$ cat src/rtl/ps2_pkg.sv
// rtl/ps2_pkg.sv - shared types, scan-code constants and key map for the PS/2 receiver
package ps2_pkg;

  localparam int EN_W = 5;

  typedef enum logic [1:0] {IDLE, DATA, PARITY, STOP} ps2_state_e;

  localparam logic [7:0] SC_EXT   = 8'hE0;
  localparam logic [7:0] SC_BRK   = 8'hF0;
  localparam logic [7:0] SC_KEY0  = 8'h16;
  localparam logic [7:0] SC_KEY1  = 8'h1E;
  localparam logic [7:0] SC_KEY2  = 8'h26;
  localparam logic [7:0] SC_KEY3  = 8'h25;
  localparam logic [7:0] SC_ALARM = 8'h1C;

  // Zero means the scan code is not one of the mapped set keys.
  function automatic logic [EN_W-1:0] key_onehot(input logic [7:0] sc);
    logic [EN_W-1:0] oh;
    case (sc)
      SC_KEY0:  oh = 5'b00001;
      SC_KEY1:  oh = 5'b00010;
      SC_KEY2:  oh = 5'b00100;
      SC_KEY3:  oh = 5'b01000;
      SC_ALARM: oh = 5'b10000;
      default:  oh = 5'b00000;
    endcase
    return oh;
  endfunction

endpackage

$ cat src/rtl/ps2_filtro.sv
// rtl/ps2_filtro.sv - synchronizer, glitch filter and falling-edge strobe for ps2_clk
module ps2_filtro #(
  parameter int FILTER_LEN = 8
) (
  input  logic clk,
  input  logic rst_n,
  input  logic pin_i,
  output logic fall_o
);

  localparam int CW = $clog2(FILTER_LEN + 1);

  logic [1:0]    sync_q;
  logic          filt_q, filt_d;
  logic [CW-1:0] cnt_q, cnt_d;
  logic          fall_q, fall_d;

  // The filtered level only flips after FILTER_LEN consecutive differing samples.
  always_comb begin
    cnt_d  = '0;
    filt_d = filt_q;
    if (sync_q[1] != filt_q) begin
      if (cnt_q == CW'(FILTER_LEN - 1)) begin
        filt_d = sync_q[1];
      end else begin
        cnt_d = cnt_q + 1'b1;
      end
    end
    fall_d = filt_q & ~filt_d;
  end

  always_ff @(posedge clk or negedge rst_n) begin
    if (!rst_n) begin
      sync_q <= 2'b00;
      filt_q <= 1'b0;
      cnt_q  <= '0;
      fall_q <= 1'b0;
    end else begin
      sync_q <= {sync_q[0], pin_i};
      filt_q <= filt_d;
      cnt_q  <= cnt_d;
      fall_q <= fall_d;
    end
  end

  assign fall_o = fall_q;

endmodule

$ cat src/rtl/receptor_ps2_teclado.sv
// rtl/receptor_ps2_teclado.sv - PS/2 frame receiver with make/break tracking of the set keys
module receptor_ps2_teclado
  import ps2_pkg::*;
#(
  parameter int FILTER_LEN  = 8,
  parameter int TIMEOUT_CYC = 100000
) (
  input  logic            clk,
  input  logic            rst_n,
  input  logic            ps2_clk,
  input  logic            ps2_data,
  output logic [EN_W-1:0] enable,
  output logic [7:0]      scan_code,
  output logic            code_valid,
  output logic            frame_err
);

  localparam int WD_W = $clog2(TIMEOUT_CYC + 1);

  logic            fall;
  logic [1:0]      dsync_q;
  ps2_state_e      state_q, state_d;
  logic [2:0]      bitcnt_q, bitcnt_d;
  logic [7:0]      shreg_q, shreg_d;
  logic            par_q, par_d;
  logic [WD_W-1:0] wd_q, wd_d;
  logic            brk_q, brk_d, ext_q, ext_d;
  logic [EN_W-1:0] enable_q, enable_d, key;
  logic [7:0]      scan_q, scan_d;
  logic            cv_q, fe_q, byte_ok, err;

  ps2_filtro #(.FILTER_LEN(FILTER_LEN)) u_filtro (
    .clk    (clk),
    .rst_n  (rst_n),
    .pin_i  (ps2_clk),
    .fall_o (fall)
  );

  always_comb begin
    state_d  = state_q;
    bitcnt_d = bitcnt_q;
    shreg_d  = shreg_q;
    par_d    = par_q;
    byte_ok  = 1'b0;
    err      = 1'b0;
    if (fall) begin
      wd_d = '0;
    end else if (state_q != IDLE) begin
      wd_d = wd_q + 1'b1;
    end else begin
      wd_d = '0;
    end

    if (state_q != IDLE && !fall && wd_q == WD_W'(TIMEOUT_CYC - 1)) begin
      err     = 1'b1;
      state_d = IDLE;
      wd_d    = '0;
    end else if (fall) begin
      case (state_q)
        IDLE: begin
          if (!dsync_q[1]) begin
            state_d  = DATA;
            bitcnt_d = '0;
          end else begin
            err = 1'b1;
          end
        end
        DATA: begin
          shreg_d  = {dsync_q[1], shreg_q[7:1]};
          bitcnt_d = bitcnt_q + 1'b1;
          if (bitcnt_q == 3'd7) state_d = PARITY;
        end
        PARITY: begin
          par_d   = dsync_q[1];
          state_d = STOP;
        end
        STOP: begin
          if (dsync_q[1] && (^{shreg_q, par_q})) byte_ok = 1'b1;
          else                                   err     = 1'b1;
          state_d = IDLE;
        end
        default: state_d = IDLE;
      endcase
    end
  end

  // Code layer reacts in the same cycle the byte is accepted so enable and code_valid align.
  always_comb begin
    enable_d = enable_q;
    brk_d    = brk_q;
    ext_d    = ext_q;
    scan_d   = scan_q;
    key      = key_onehot(shreg_q);
    if (byte_ok) begin
      scan_d = shreg_q;
      if (shreg_q == SC_EXT) begin
        ext_d = 1'b1;
      end else if (shreg_q == SC_BRK) begin
        brk_d = 1'b1;
      end else if (brk_q) begin
        if (key != '0 && (key & enable_q) == key) enable_d = '0;
        brk_d = 1'b0;
        ext_d = 1'b0;
      end else if (ext_q) begin
        ext_d = 1'b0;
      end else if (key != '0) begin
        enable_d = key;
      end
    end else if (err) begin
      brk_d = 1'b0;
      ext_d = 1'b0;
    end
  end

  always_ff @(posedge clk or negedge rst_n) begin
    if (!rst_n) begin
      dsync_q  <= 2'b00;
      state_q  <= IDLE;
      bitcnt_q <= '0;
      shreg_q  <= '0;
      par_q    <= 1'b0;
      wd_q     <= '0;
      brk_q    <= 1'b0;
      ext_q    <= 1'b0;
      enable_q <= '0;
      scan_q   <= '0;
      cv_q     <= 1'b0;
      fe_q     <= 1'b0;
    end else begin
      dsync_q  <= {dsync_q[0], ps2_data};
      state_q  <= state_d;
      bitcnt_q <= bitcnt_d;
      shreg_q  <= shreg_d;
      par_q    <= par_d;
      wd_q     <= wd_d;
      brk_q    <= brk_d;
      ext_q    <= ext_d;
      enable_q <= enable_d;
      scan_q   <= scan_d;
      cv_q     <= byte_ok;
      fe_q     <= err;
    end
  end

  assign enable     = enable_q;
  assign scan_code  = scan_q;
  assign code_valid = cv_q;
  assign frame_err  = fe_q;

endmodule

$ cat config.mk
export PLATFORM = sky130hd
export DESIGN_NAME = receptor_ps2_teclado
export DESIGN_NICKNAME = d
export VERILOG_FILES = /design/src/rtl/ps2_pkg.sv /design/src/rtl/ps2_filtro.sv /design/src/rtl/receptor_ps2_teclado.sv
export SDC_FILE = /design/constraint.sdc
export NUM_CORES = 1
export LEC_CHECK = 0
export ABC_AREA = 0
export BUFFER_PORTS_ARGS = -buffer_cell sky130_fd_sc_hd__buf_2
export CORE_MARGIN = 3
export CORE_UTILIZATION = 45
export CTS_BUF_LIST = sky130_fd_sc_hd__clkbuf_8 sky130_fd_sc_hd__clkbuf_16
export DETAILED_ROUTE_END_ITERATION = 8
export SLEW_MARGIN = 20
export SYNTH_ARGS = -nofsm -noshare
export SYNTH_HDL_FRONTEND = slang
export SYNTH_SLANG_ARGS = --single-unit
export TNS_END_PERCENT = 30
$ cat constraint.sdc
create_clock -name clk -period 2.15 [get_ports clk]
set_clock_uncertainty 0.2 [all_clocks]
set_input_delay 0.215 -clock clk [delete_from_list [all_inputs] [get_ports clk]]
set_output_delay 0.215 -clock clk [all_outputs]
set_load 0.005 [all_outputs]
Word-level counts from Yosys, hierarchy flattened
Cells that the tools add are included.
{"block": "op_classes", "n_addsub": 3, "eq_ne": 22, "mux": 35, "bitwise": 6, "reduce_logical": 20}
{"cell": "$mux W17", "n": 3}
{"cell": "$pmux W5 S5", "n": 1}
{"cell": "$eq A8 B5 Y1 const B", "n": 3}
{"cell": "$mux W5", "n": 4}
{"cell": "$add A17 B1 Y17 const B", "n": 1}
{"cell": "$eq A17 B17 Y1 const B", "n": 1}
{"cell": "$mux W1", "n": 17}
{"cell": "$eq A8 B6 Y1 const B", "n": 2}
{"cell": "$eq A8 B8 Y1 const B", "n": 2}
{"cell": "$reduce_bool A2 Y1", "n": 5}
{"cell": "$ne A3 B3 Y1 const B", "n": 3}
{"cell": "$reduce_and A3 Y1", "n": 3}
{"cell": "$reduce_xor A9 Y1", "n": 1}
{"cell": "$mux W2", "n": 4}
{"cell": "$mux W4", "n": 2}
{"cell": "$pmux W2 S4", "n": 1}
{"cell": "$ne A2 B2 Y1 const B", "n": 3}
{"cell": "$pmux W3 S2", "n": 1}
{"cell": "$reduce_and A6 Y1", "n": 1}
{"cell": "$and A5 B5 Y5", "n": 1}
{"cell": "$eq A5 B5 Y1", "n": 1}
{"cell": "$reduce_bool A5 Y1", "n": 1}
{"cell": "$add A4 B1 Y4 const B", "n": 1}
{"cell": "$eq A2 B2 Y1 const B", "n": 2}
{"cell": "15 further kinds", "n": 22}
{"block": "totals", "ff_bits": 58, "input_bits": 4, "output_inout_bits": 15, "word_cells": 102}

Logic depth before layout (Yosys ltp)
Gate-level depths: netlist of the first run.
{"block": "logic_depth", "ltp_word": 8, "depth_mapped": 10, "ltp_nobuf": 7}

By module
A second synthesis of the first run with hierarchy kept.
{"block": "unflattened", "hier_cells": 270, "area_unflattened_um2": 2910.3}
{"module": "receptor_ps2_teclado", "instances": 1, "cells_each": 249, "area_per_inst_um2": 2602.5, "seq_area_each_um2": 1251.2}
{"module": "ps2_filtro", "instances": 1, "cells_each": 21, "area_per_inst_um2": 307.8, "seq_area_each_um2": 200.2}

Worst setup path after synthesis of the first run
Ideal clock, no wire load.
{"block": "synth_timing", "path_type": "reg2reg", "from": "reg state_q[0]", "to": "reg wd_q[10]", "setup_ps": 121, "arrival_time_ps": 2031, "t_required_ps": 1829, "slack_ps": -202, "path_stages_with_launch": 11, "path_buffers": 3, "cell_sequence": "dfrtp_1 > inv_1 > ha_1 > buf_2 > nor2_1 > or4b_1 > nor3_1 > nand2b_1 > buf_2 > buf_2 > nor2_1"}
{"block": "synth_via", "elab_chain_len": 4}
{"item": "start: declaration", "line": "receptor_ps2_teclado.sv:22", "source": "ps2_state_e state_q, state_d;"}
{"item": "start signal: assignment", "line": "receptor_ps2_teclado.sv:131", "source": "state_q <= state_d;"}
{"item": "$reduce_bool A2 Y1 *", "line": "receptor_ps2_teclado.sv:48, receptor_ps2_teclado.sv:54"}
{"item": "$mux W17 / $logic_and A1 B1 Y1 (equally long branches)", "line": "receptor_ps2_teclado.sv:48, receptor_ps2_teclado.sv:54"}
{"item": "$mux W17 / $logic_and A1 B1 Y1 (equally long branches)", "line": "receptor_ps2_teclado.sv:46, receptor_ps2_teclado.sv:54"}
{"item": "$mux W17 *", "line": "receptor_ps2_teclado.sv:54", "source": "if (state_q != IDLE && !fall && wd_q == WD_W'(TIMEOUT_CYC - 1)) begin"}
{"item": "net wd_d[10]", "line": "receptor_ps2_teclado.sv:26", "source": "logic [WD_W-1:0] wd_q, wd_d;"}
{"item": "end signal: assignment", "line": "receptor_ps2_teclado.sv:135", "source": "wd_q <= wd_d;"}
{"item": "end: declaration", "line": "receptor_ps2_teclado.sv:26"}
The timed path passes the listed nets; every way through them passes the cells marked *.
A chain may end at the register's enable or synchronous reset.

Worst setup path after layout of the first run
{"block": "layout_timing", "from": "reg shreg_q[7]", "to": "reg enable_q[3], in the netlist enable[3]"}
{"block": "layout_via", "elab_chain_len": 7}
{"item": "start: declaration", "line": "receptor_ps2_teclado.sv:24", "source": "logic [7:0] shreg_q, shreg_d;"}
{"item": "start signal: assignment", "line": "receptor_ps2_teclado.sv:133", "source": "shreg_q <= shreg_d;"}
{"item": "$eq A8 B5 Y1 (tied with other cells)", "line": "ps2_pkg.sv:19", "source": "case (sc)"}
{"item": "$pmux W5 S5 / $logic_and A1 B1 Y1 (equally long branches)", "line": "ps2_pkg.sv:19, receptor_ps2_teclado.sv:78"}
{"item": "$and A5 B5 Y5 / $mux W1 (equally long branches)", "line": "receptor_ps2_teclado.sv:101, receptor_ps2_teclado.sv:78"}
{"item": "$eq A5 B5 Y1 / $mux W1 (equally long branches)", "line": "receptor_ps2_teclado.sv:101, receptor_ps2_teclado.sv:59"}
{"item": "$logic_and A1 B1 Y1 / $mux W1 (equally long branches)", "line": "receptor_ps2_teclado.sv:101, receptor_ps2_teclado.sv:58"}
{"item": "$ne A2 B1 Y1 (no source line) / $mux W1 (equally long branches)"}
{"item": "$reduce_and A6 Y1 (no source line)"}
{"item": "end signal: assignment", "line": "receptor_ps2_teclado.sv:138", "source": "enable_q <= enable_d;"}
{"item": "end: declaration", "line": "receptor_ps2_teclado.sv:28", "source": "logic [EN_W-1:0] enable_q, enable_d, key;"}
Several ways; a longest one is shown, not always the timed one. The select of a mux whose other input is x is not followed.

==> results.md, run 1 <==
* Pint at ~1.6 mW
* Largest net degree at the start of global routing at about 60
* RSZ-0062 raised after global routing: true
* Post-synth top area share at 49.4%
* Setup violators final at 13
* Min Hold Slack at 0.146 ns
* CTS tree: built
* Setup crit end kind: flop
* Vias in the first global route at 2,193
* Most frequent cell after synthesis: dfrtp_1
* WL per Instance at 14.1 um
* Post-DP HPWL at 3780 um
* Final min period at approximately 2.3 ns
* Mapped cell area at 2940 um^2
* Core Box Area at 6130 um^2
* Critical path, cell by cell: nor4b_2 -> and3_1 -> or3_1 -> a211oi_4 -> buf_6 -> mux2_4
* DRT Wirelength at 5680 um
* Area growth, synth to finish at 25.2%
* Worst VDD drop at about 0.00052 V
* YS warnings at 0
* Syn nets at 279
* DRC Markers at 0
* Top-level I/O count at 19
* Period utilisation layout at 105%
* Fmax at 0.443 GHz
* Site Rows at 28
* Post-synth EDFFs at 0
* Ant diodes at 0
* Most frequent cells after synthesis: dfrtp_1 (58), nor2_1 (30), mux2_2 (19)
* Worst skew pair latency at 0.33 ns
* Critical Path AT at 2.28 ns
* Nets@finish at roughly 340
* Initial cell density of the core at around 48%
* Synth area leaders: dfrtp_1 (49%), mux2_2 (7.3%), nor2_1 (3.8%)
* Finished Layout Cells at 404
* Switching Fraction at 22.5%
* Pre-Repair DR Iteration Count at 4
* Core Util, Final at 60.0%
* First-pass GRT wire length at 10,100 um
* Via Count at ~2,100
* CP peak stage delay at 0.42 ns
* Pre-CTS setup slack at -0.116 ns
* Worst-path maximum fanout at 3
* Sequential share of power at 54.5%
* Vias per inst at about 5.2
* Clock Tree Root: clkbuf_8
* Worst Setup Start Kind: flop
* GP Congestion at 0.785
* Final WS setup at -0.109 ns
* PwrDens at 573 nW/um^2
* Final ANT Viol Nets at 0
* Layout cell share with drive strength beyond 1 at 31.6%
* Clk buf depth at 2
* Cell variety after synth at 49
* PortBufs at 18
* Gr usage total at 17.4%
* Status: complete, but fails checks
* Min-Delay Path Class: reg -> reg
* Worst-path clk slew at 0.06 ns
* Synthesized area per cell at 11.0 um^2
* Grt ovf at 0
* Die width at 86.8 um
* Worst-margin pin slew at 0.449 ns
* Violations in the final reports: negative setup slack
* DRT iter0 DRCs at a little under 90
* Power share of the combinational group at 5.3%
* Seq/Total Area, Yosys at slightly below 50%
* Ys flop type: dfrtp_1
* Die Footprint at 7530 um^2
* Mapped Cells at about 270
* Initial antenna violation count at 0
* Pleak at 1.70 nW
* Die height at 86.8 um
* Seq cells post-synth at between 50 and 60
* Critical-path top delay cell: dfrtp_1
* Htree depth at 3
* Final Hold Fails at 0
* Slew headroom at 70.0%
* Critical Path RT at 2.17 ns
* Cell accounting for the most synthesized area: dfrtp_1
* Sink Count at 58
* Critical path class: reg -> reg
* Max-Cap Viols at 0
* Fin. max-slew vios at 0
* Inst Count DP at 381
* Sw power at roughly 0.48 mW
* Total Power at 2.11 mW
* Async set-reset flop share out of synthesis at 100%
* Clock power share at roughly 40%
* TritonCTS Buffers at 9
## power by group through the flow
stage / combinational (mW) / clock (mW) / sequential, mW
floorplan: 0.0672 / 0 / 1.17
global placement: 0.109 / 0 / 1.17
detailed placement: 0.111 / 0 / 1.17
CTS: 0.115 / 0.866 / 1.15
global route: 0.133 / 0.925 / 1.16
finish: 0.112 / 0.847 / 1.15
## metal layers
| layer | up-vias | wire [um] | GRT usage [%] |
|---|---|---|---|
| met5 | - | 0 | 0 |
| met4 | 0 | 135 | 9.21 |
| met3 | 11 | 186 | 4.18 |
| met2 | 34 | 2690 | 28.1 |
| met1 | 1014 | 2670 | 21.5 |
| li1 | 1054 | - | - |
## area by class of cell
class,instances,area [um^2]
fillers,494,2450
flip-flops and latches,58,1450
multi-input cells,189,1500
repair buffers,59,438
clock buffers,11,151
clock inverters,2,7.51
inverters,10,37.5
well taps,75,93.8
## what timing repair did
item | CTS | global route
pin swaps | 6 | 4
gates resized for setup | 11 | 7
hold endpoints to repair | 60 | 0
hold buffers | 3 | 0
setup endpoints to repair | 14 | 31
buffers inserted | 5 | 2
cloned | 0 | 0
## registers in the layout, indices dropped and copies added, names as in the netlist, 2 cells and up
register,cells
shreg_q,8
enable,5
u_filtro.sync_q,2
u_filtro.cnt_q,4
bitcnt_q,3
scan_code,8
wd_q,17
state_q,2
dsync_q,2
## path summary, 6_finish.rpt
check,from,to,slack (ns),depth (start not counted)
worst max-delay path,shreg_q[7]$_DFFE_PN0P_,enable[3]$_DFFE_PN0P_,-0.11,6
worst min-delay path,u_filtro.sync_q[0]$_DFF_PN0_,u_filtro.sync_q[1]$_DFF_PN0_,0.15,0
worst max register to register,shreg_q[7]$_DFFE_PN0P_,enable[3]$_DFFE_PN0P_,-0.11,6
worst min register to register,u_filtro.sync_q[0]$_DFF_PN0_,u_filtro.sync_q[1]$_DFF_PN0_,0.15,0
max in group asynchronous,rst_n,wd_q[1]$_DFF_PN0_,1.27,3
min in group asynchronous,rst_n,scan_code[5]$_DFFE_PN0P_,0.20,3
## critical path, delay by kind of cell (launching register included)
family	cells	cell delay (ns)
AO/OA/AOI/OAI	1	0.30
buffers and inverters	1	0.16
flip-flops	1	0.42
multiplexers	1	0.29
AND/OR/NAND/NOR	3	0.77
## placed cells by master, fill, tap and decap left out, types with 2 or more instances in the layout
cell / n
nor2_1: 29
nand4_1: 7
ha_1: 7
buf_2: 18
buf_12: 2
clkbuf_8: 11
o31ai_1: 2
nor3_4: 2
o211ai_1: 3
xor2_1: 10
dlygate4sd3_1: 3
dfrtp_1: 57
nand3_1: 6
a21oi_1: 4
mux2_2: 14
a31oi_1: 3
inv_1: 12
nand2b_1: 2
buf_4: 34
nor3_1: 4
mux2_4: 5
nor3b_1: 8
buf_6: 2
nor3b_2: 2
nor4b_1: 3
o21ai_0: 8
and3_1: 4
a22oi_1: 2
nor2b_1: 7
mux2i_1: 2
nand2_1: 18
xnor2_1: 9
## stage by stage
step           cell area [um^2]  TNS, ns
3_3_place_gp               3340   -0.477
2_1_floorplan              2970   -0.310
6_report                   3680   -0.601
4_1_cts                    3610   -0.507
5_1_grt                    3680    -1.68
3_5_place_dp               3340   -0.578
## logic make-up after synthesis
logic type | synth area share, %
AND/OR/NAND/NOR | 19.2
flip-flops | 49.4
AO/OA/AOI/OAI | 7.80
XOR/XNOR | 8.35
multiplexers | 8.73
buffers and inverters | 3.07
adder cells (fa/ha/maj) | 3.41
(Power assumes the default switching activity.)
==> run 2, diff against run 1 <==
CTS_BUF_LIST = default   (was sky130_fd_sc_hd__clkbuf_8 sky130_fd_sc_hd__clkbuf_16)
==> run 2 against run 1 <==
  * Routed wire length hardly changed
  * Non-clock buffer count stayed put
  * Power is 0.44% higher
  * The flow still finishes with violations (negative setup slack)
  * Fmax barely moved
==> results.md, run 2 (synthesized netlist as in run 1, its figures left out) <==
* DRC Markers at 0 (unchanged)
* Final min period at 2.26 ns (+0.000105 ns)
* TritonCTS Buffers at 9 (unchanged)
* Worst Setup Start Kind: flop
* Initial antenna violation count at 0 (unchanged)
* Worst VDD drop at 0.000525 V (unchanged)
* DRT iter0 DRCs at 87 (unchanged)
* Fmax at 0.443 GHz (about the same)
* Filler cells at 494 (unchanged)
* Status: complete, but fails checks
* Post-DP HPWL at 3780 um (unchanged)
* DRT Wirelength at 5690 um (about the same)
* Met3 Use GR at 4.18% (unchanged)
* Max reg flops at 17 (unchanged)
* First-pass GRT wire length at 10,100 um (unchanged)
* Top-level I/O count at 19 (unchanged)
* Area occupied by multi-input gates at 1500 um^2 (unchanged)
* Pleak at 1.70 nW (-0.49%)
* Critical Path AT at 2.28 ns (about the same)
* Most flops, register: wd_q
* Gr usage total at 17.4% (unchanged)
* Ant diodes at 0 (unchanged)
* Worst-path clk slew at 0.06 ns (about the same)
* Layout cell share with drive strength beyond 1 at 31.6% (unchanged)
* Worst-margin pin slew at 0.454 ns (+0.00465 ns)
* Pre-Repair DR Iteration Count at 4 (unchanged)
* Slew headroom at 69.7% (-0.31 points)
* Largest net degree at the start of global routing at 59 (unchanged)
* Worst skew pair latency at 0.33 ns (about the same)
* RSZ-0062 raised after global routing: true
* Most common cell after layout, fill and taps aside: dfrtp_1
* Critical path class: reg -> reg
* Fin. max-slew vios at 0 (unchanged)
* Period utilisation layout at 105% (about the same)
* Initial cell density of the core at 47.9% (unchanged)
* Setup violators final at 13 (unchanged)
* Area growth, synth to finish at 25.2% (unchanged)
* Nets@finish at 339 (unchanged)
* Sink Count at 58 (unchanged)
* Clk buf depth at 2 (unchanged)
* Die width at 86.8 um (unchanged)
* Min-Delay Path Class: reg -> reg
* Final ANT Viol Nets at 0 (unchanged)
* PwrDens at 576 nW/um^2 (+0.44%)
* Worst-path maximum fanout at 3 (unchanged)
* Vias in the first global route at 2,193 (unchanged)
* GR Util met1 at 21.5% (unchanged)
* Via Count at 2,113 (unchanged)
* Site Rows at 28 (unchanged)
* Core Box Area at 6130 um^2 (unchanged)
* CTS tree: built
* Most crowded layer after global routing: met2
* Total Power at 2.12 mW (+0.44%)
* Final WS setup at -0.109 ns (-0.000105 ns)
* Violations in the final reports: negative setup slack
* Clock Tree Root: clkbuf_8
* GP Congestion at 0.785 (unchanged)
* PortBufs at 18 (unchanged)
* Htree depth at 3 (unchanged)
* Max-Cap Viols at 0 (unchanged)
* WL per Instance at 14.1 um (about the same)
* Routing usage on met2 at 28.1% (unchanged)
* Vias per inst at 5.23 (unchanged)
* Reg area at 1450 um^2 (unchanged)
* Final Hold Fails at 0 (unchanged)
* Die Footprint at 7530 um^2 (unchanged)
* Grt ovf at 0 (unchanged)
* Pre-CTS setup slack at -0.116 ns (unchanged)
* Die height at 86.8 um (unchanged)
* Setup crit end kind: flop
* Min Hold Slack at 0.146 ns (unchanged)
* Most frequent cells in the layout: dfrtp_1 (57), buf_4 (34), nor2_1 (29)
* Critical Path RT at 2.17 ns (about the same)
## run 2: cell count changes in the layout (fill, tap and decap cells not counted), sizes merged
cell	previous run	this run
inv	12	10
clkbuf	11	13
## run 2: path summary, 6_finish.rpt
kind | start | end | slack, ns | depth (start not counted)
worst max register to register | shreg_q[7]$_DFFE_PN0P_ | enable[3]$_DFFE_PN0P_ | -0.11 | 6
worst min-delay path | u_filtro.sync_q[0]$_DFF_PN0_ | u_filtro.sync_q[1]$_DFF_PN0_ | 0.15 | 0
min in group asynchronous | rst_n | scan_code[5]$_DFFE_PN0P_ | 0.20 | 3
max in group asynchronous | rst_n | wd_q[1]$_DFF_PN0_ | 1.27 | 3
worst max-delay path | shreg_q[7]$_DFFE_PN0P_ | enable[3]$_DFFE_PN0P_ | -0.11 | 6
worst min register to register | u_filtro.sync_q[0]$_DFF_PN0_ | u_filtro.sync_q[1]$_DFF_PN0_ | 0.15 | 0
## run 2: timing repair
item / in CTS / in global routing
pin swaps: 6 / 4
resized for setup: 11 / 7
hold endpoints to repair: 60 / 0
setup endpoints to repair: 14 / 31
hold buffers: 3 / 0
setup buffers: 5 / 2
## run 2: where the power goes
part           internal (mW)  switching, mW
sequential              1.13         0.0234
combinational         0.0537         0.0579
clock                  0.463          0.394
total                   1.64          0.475
## run 2: layout make-up
type | instances | area share [%]
Inverter | 10 | 1.02
Sequential cell | 58 | 39.5
Clock buffer | 13 | 4.32
Tap cell | 75 | 2.55
Timing Repair Buffer | 59 | 11.9
Multi-Input combinational cell | 189 | 40.7
## run 2: worst max-delay path: stages (launching register included)
cell      delay, ns
dfrtp_1        0.42
nor4b_2        0.19
and3_1         0.22
or3_1          0.36
a211oi_4       0.30
buf_6          0.16
mux2_4         0.29
## run 2: per-layer routing
layer / vias up / wire, um
li1: 1054 / -
met1: 1014 / 2670
met2: 34 / 2690
met3: 11 / 186
met4: 0 / 135
met5: - / 0
## run 2: through the flow
stage	cell area (um^2)	setup TNS [ns]	instances	utilization, %
final	3680	-0.601	404	60.0
after global routing	3680	-1.69	404	60.0
after CTS	3610	-0.508	402	58.9
after detailed placement	3340	-0.578	381	54.6
after global placement	3340	-0.477	381	54.6
after floorplan	2970	-0.310	267	-
==> run 3, diff against run 2 <==
SKIP_LAST_GASP = 1   (was default)
==> run 3 against run 2 <==
  * The flow still finishes with violations (negative setup slack)
  * First-iteration DRC count up 5.7%
  * Core utilization is 0.22 points higher
  * Power barely moved
  * Clock power is essentially flat
  * Cell count increased by 0.25%
  * Highest routed layer unchanged
==> results.md, run 3 (synthesized netlist as in run 1, its figures left out) <==
* DRT Wirelength at 5740 um (+0.88%)
* Setup violators final at 13 (unchanged)
* R2r setup slk at -0.11 ns (about the same)
* Worst skew pair latency at 0.33 ns (about the same)
* CP peak stage delay at 0.42 ns (about the same)
* Final WS setup at -0.109 ns (unchanged)
* Most frequent cells in the layout: dfrtp_1 (57), buf_4 (35), nor2_1 (29)
* Die Footprint at 7530 um^2 (unchanged)
* Worst-margin pin slew at 0.454 ns (unchanged)
* Critical Path RT at 2.17 ns (about the same)
* Pleak at 1.69 nW (-0.53%)
* DRC Markers at 0 (unchanged)
* Critical path class: reg -> reg
* Hold Crit Start: u_filtro.sync_q[0]$_DFF_PN0_
* Vias per inst at 5.23 (about the same)
* Period utilisation layout at 105% (unchanged)
* Fmax at 0.443 GHz (unchanged)
* Grt ovf at 0 (unchanged)
* Min-Delay Path Class: reg -> reg
* First-pass GRT wire length at 10,100 um (unchanged)
* Most flops, register: wd_q
* TNS Setup at -0.594 ns (+0.00739 ns)
* Initial cell density of the core at 47.9% (unchanged)
* Critical path, cell by cell: nor4b_2 -> and3_1 -> or3_1 -> a211oi_4 -> buf_6 -> mux2_4
* Site Rows at 28 (unchanged)
* Ant diodes at 0 (unchanged)
* WL per Instance at 14.2 um (+0.63%)
* Worst-path clk slew at 0.06 ns (about the same)
* CTS tree: built
* Critical-path top delay cell: dfrtp_1
* Critical Path AT at 2.28 ns (about the same)
* Via Count at 2,119 (+0.28%)
* Reg2Reg Depth at 6 (unchanged)
* Pre-CTS setup slack at -0.116 ns (unchanged)
* Sink Count at 58 (unchanged)
* Most common cell after layout, fill and taps aside: dfrtp_1
* PwrDens at 574 nW/um^2 (-0.34%)
* Core Box Area at 6130 um^2 (unchanged)
* Clock Tree Root: clkbuf_8
* Total Power at 2.12 mW (about the same)
* Max reg flops at 17 (unchanged)
* Final ANT Viol Nets at 0 (unchanged)
* Final Hold Fails at 0 (unchanged)
* Fin. max-slew vios at 0 (unchanged)
* End of the worst register-to-register path: enable[3]$_DFFE_PN0P_
* Top-level I/O count at 19 (unchanged)
* Worst hold endpoint: u_filtro.sync_q[1]$_DFF_PN0_
* Worst Setup Start Kind: flop
* Worst-path maximum fanout at 3 (unchanged)
* Min-Delay Path Depth at 0 (unchanged)
* Clk buf depth at 2 (unchanged)
* Setup crit end kind: flop
* Final min period at 2.26 ns (unchanged)
* Area growth, synth to finish at 25.7%
* Violations in the final reports: negative setup slack
* Pre-Repair DR Iteration Count at 4 (unchanged)
* GP Congestion at 0.785 (unchanged)
* Post-DP HPWL at 3780 um (unchanged)
* Worst R2R Start: shreg_q[7]$_DFFE_PN0P_
* Status: complete, but fails checks
* Gr usage total at 17.4% (unchanged)
* Nets@finish at 340 (+0.29%)
* Htree depth at 3 (unchanged)
* PortBufs at 18 (unchanged)
* Initial antenna violation count at 0 (unchanged)
* RSZ-0062 raised after global routing: true
* Vias in the first global route at 2,190 (-0.14%)
* Slew headroom at 69.7% (unchanged)
* Die height at 86.8 um (unchanged)
* TritonCTS Buffers at 9 (unchanged)
* Max-Cap Viols at 0 (unchanged)
* Die width at 86.8 um (unchanged)
* Worst VDD drop at 0.000525 V (about the same)
* Layout cell share with drive strength beyond 1 at 32.4% (+0.81 points)
* Largest net degree at the start of global routing at 59 (unchanged)
* DRT iter0 DRCs at 92 (+5.7%)
[run 3: changes by cell type in the layout (fill, tap and decap cells not counted)]
cell    previous run  this run
or2_2              1         0
nor3_4             2         1
inv_1             10         8
or2_4              0         1
ha_2               1         0
nor3_2             0         1
ha_4               0         1
buf_4             34        35
inv_2              0         2
[run 3: area by class of cell]
type                            instances  area (um^2)
Fill cell                             492         2440
Timing Repair Buffer                   60          445
Sequential cell                        58         1450
Inverter                               10         37.5
Tap cell                               75         93.8
Clock buffer                           13          159
Multi-Input combinational cell        189         1500
[run 3: critical path: cells and delay by family (launching register included)]
family          cells  cell delay (ns)
flops               1             0.42
mux                 1             0.29
compound gates      1             0.30
simple gates        3             0.77
buf+inv             1             0.16
[run 3: power breakdown]
part / internal (mW) / total (mW) / switching [mW]
combinational: 0.0540 / 0.112 / 0.0581
sequential: 1.13 / 1.15 / 0.0234
clock: 0.463 / 0.856 / 0.394
[run 3: worst max path at each step]
stage	startpoint	end	slack (ns)	cells after the start
3_5_place_dp	shreg_q[6]$_DFFE_PN0P_	enable[1]$_DFFE_PN0P_	-0.12	5
5_1_grt	par_q$_DFFE_PN0P_	enable[0]$_DFFE_PN0P_	-0.18	6
4_1_cts	shreg_q[4]$_DFFE_PN0P_	enable[3]$_DFFE_PN0P_	-0.11	6
2_1_floorplan	state_q[1]$_DFFE_PN0P_	ext_q$_DFFE_PN0P_	-0.06	8
6_report	shreg_q[7]$_DFFE_PN0P_	enable[3]$_DFFE_PN0P_	-0.11	6
3_3_place_gp	shreg_q[4]$_DFFE_PN0P_	enable[3]$_DFFE_PN0P_	-0.09	5
[run 3: what timing repair did]
action,4_1_cts,5_1_grt
resized for setup,11,10
endpoints found under the hold margin,60,0
endpoints found under the setup margin,14,31
hold buffers,3,0
buffers inserted,5,3
pin swaps,4,4
[run 3: through the flow]
| stage | instance area (um^2) | hold slack [ns] | utilization [%] | instances |
|---|---|---|---|---|
| floorplan | 2970 | -0.281 | - | 267 |
| global placement | 3340 | 0.0459 | 54.6 | 381 |
| detailed placement | 3340 | 0.0445 | 54.6 | 381 |
| CTS | 3610 | 0.151 | 58.9 | 402 |
| global route | 3690 | 0.164 | 60.2 | 405 |
| finish | 3690 | 0.146 | 60.2 | 405 |
[run 3: per-layer routing]
layer  track usage (%)  part of all wire [%]  vias up
met3              4.18                   3.2       11
met1              21.5                    47     1017
met4              9.21                   2.4        0
li1                  -                     -     1057
met2              28.1                    48       34
met5                 0                     0        -
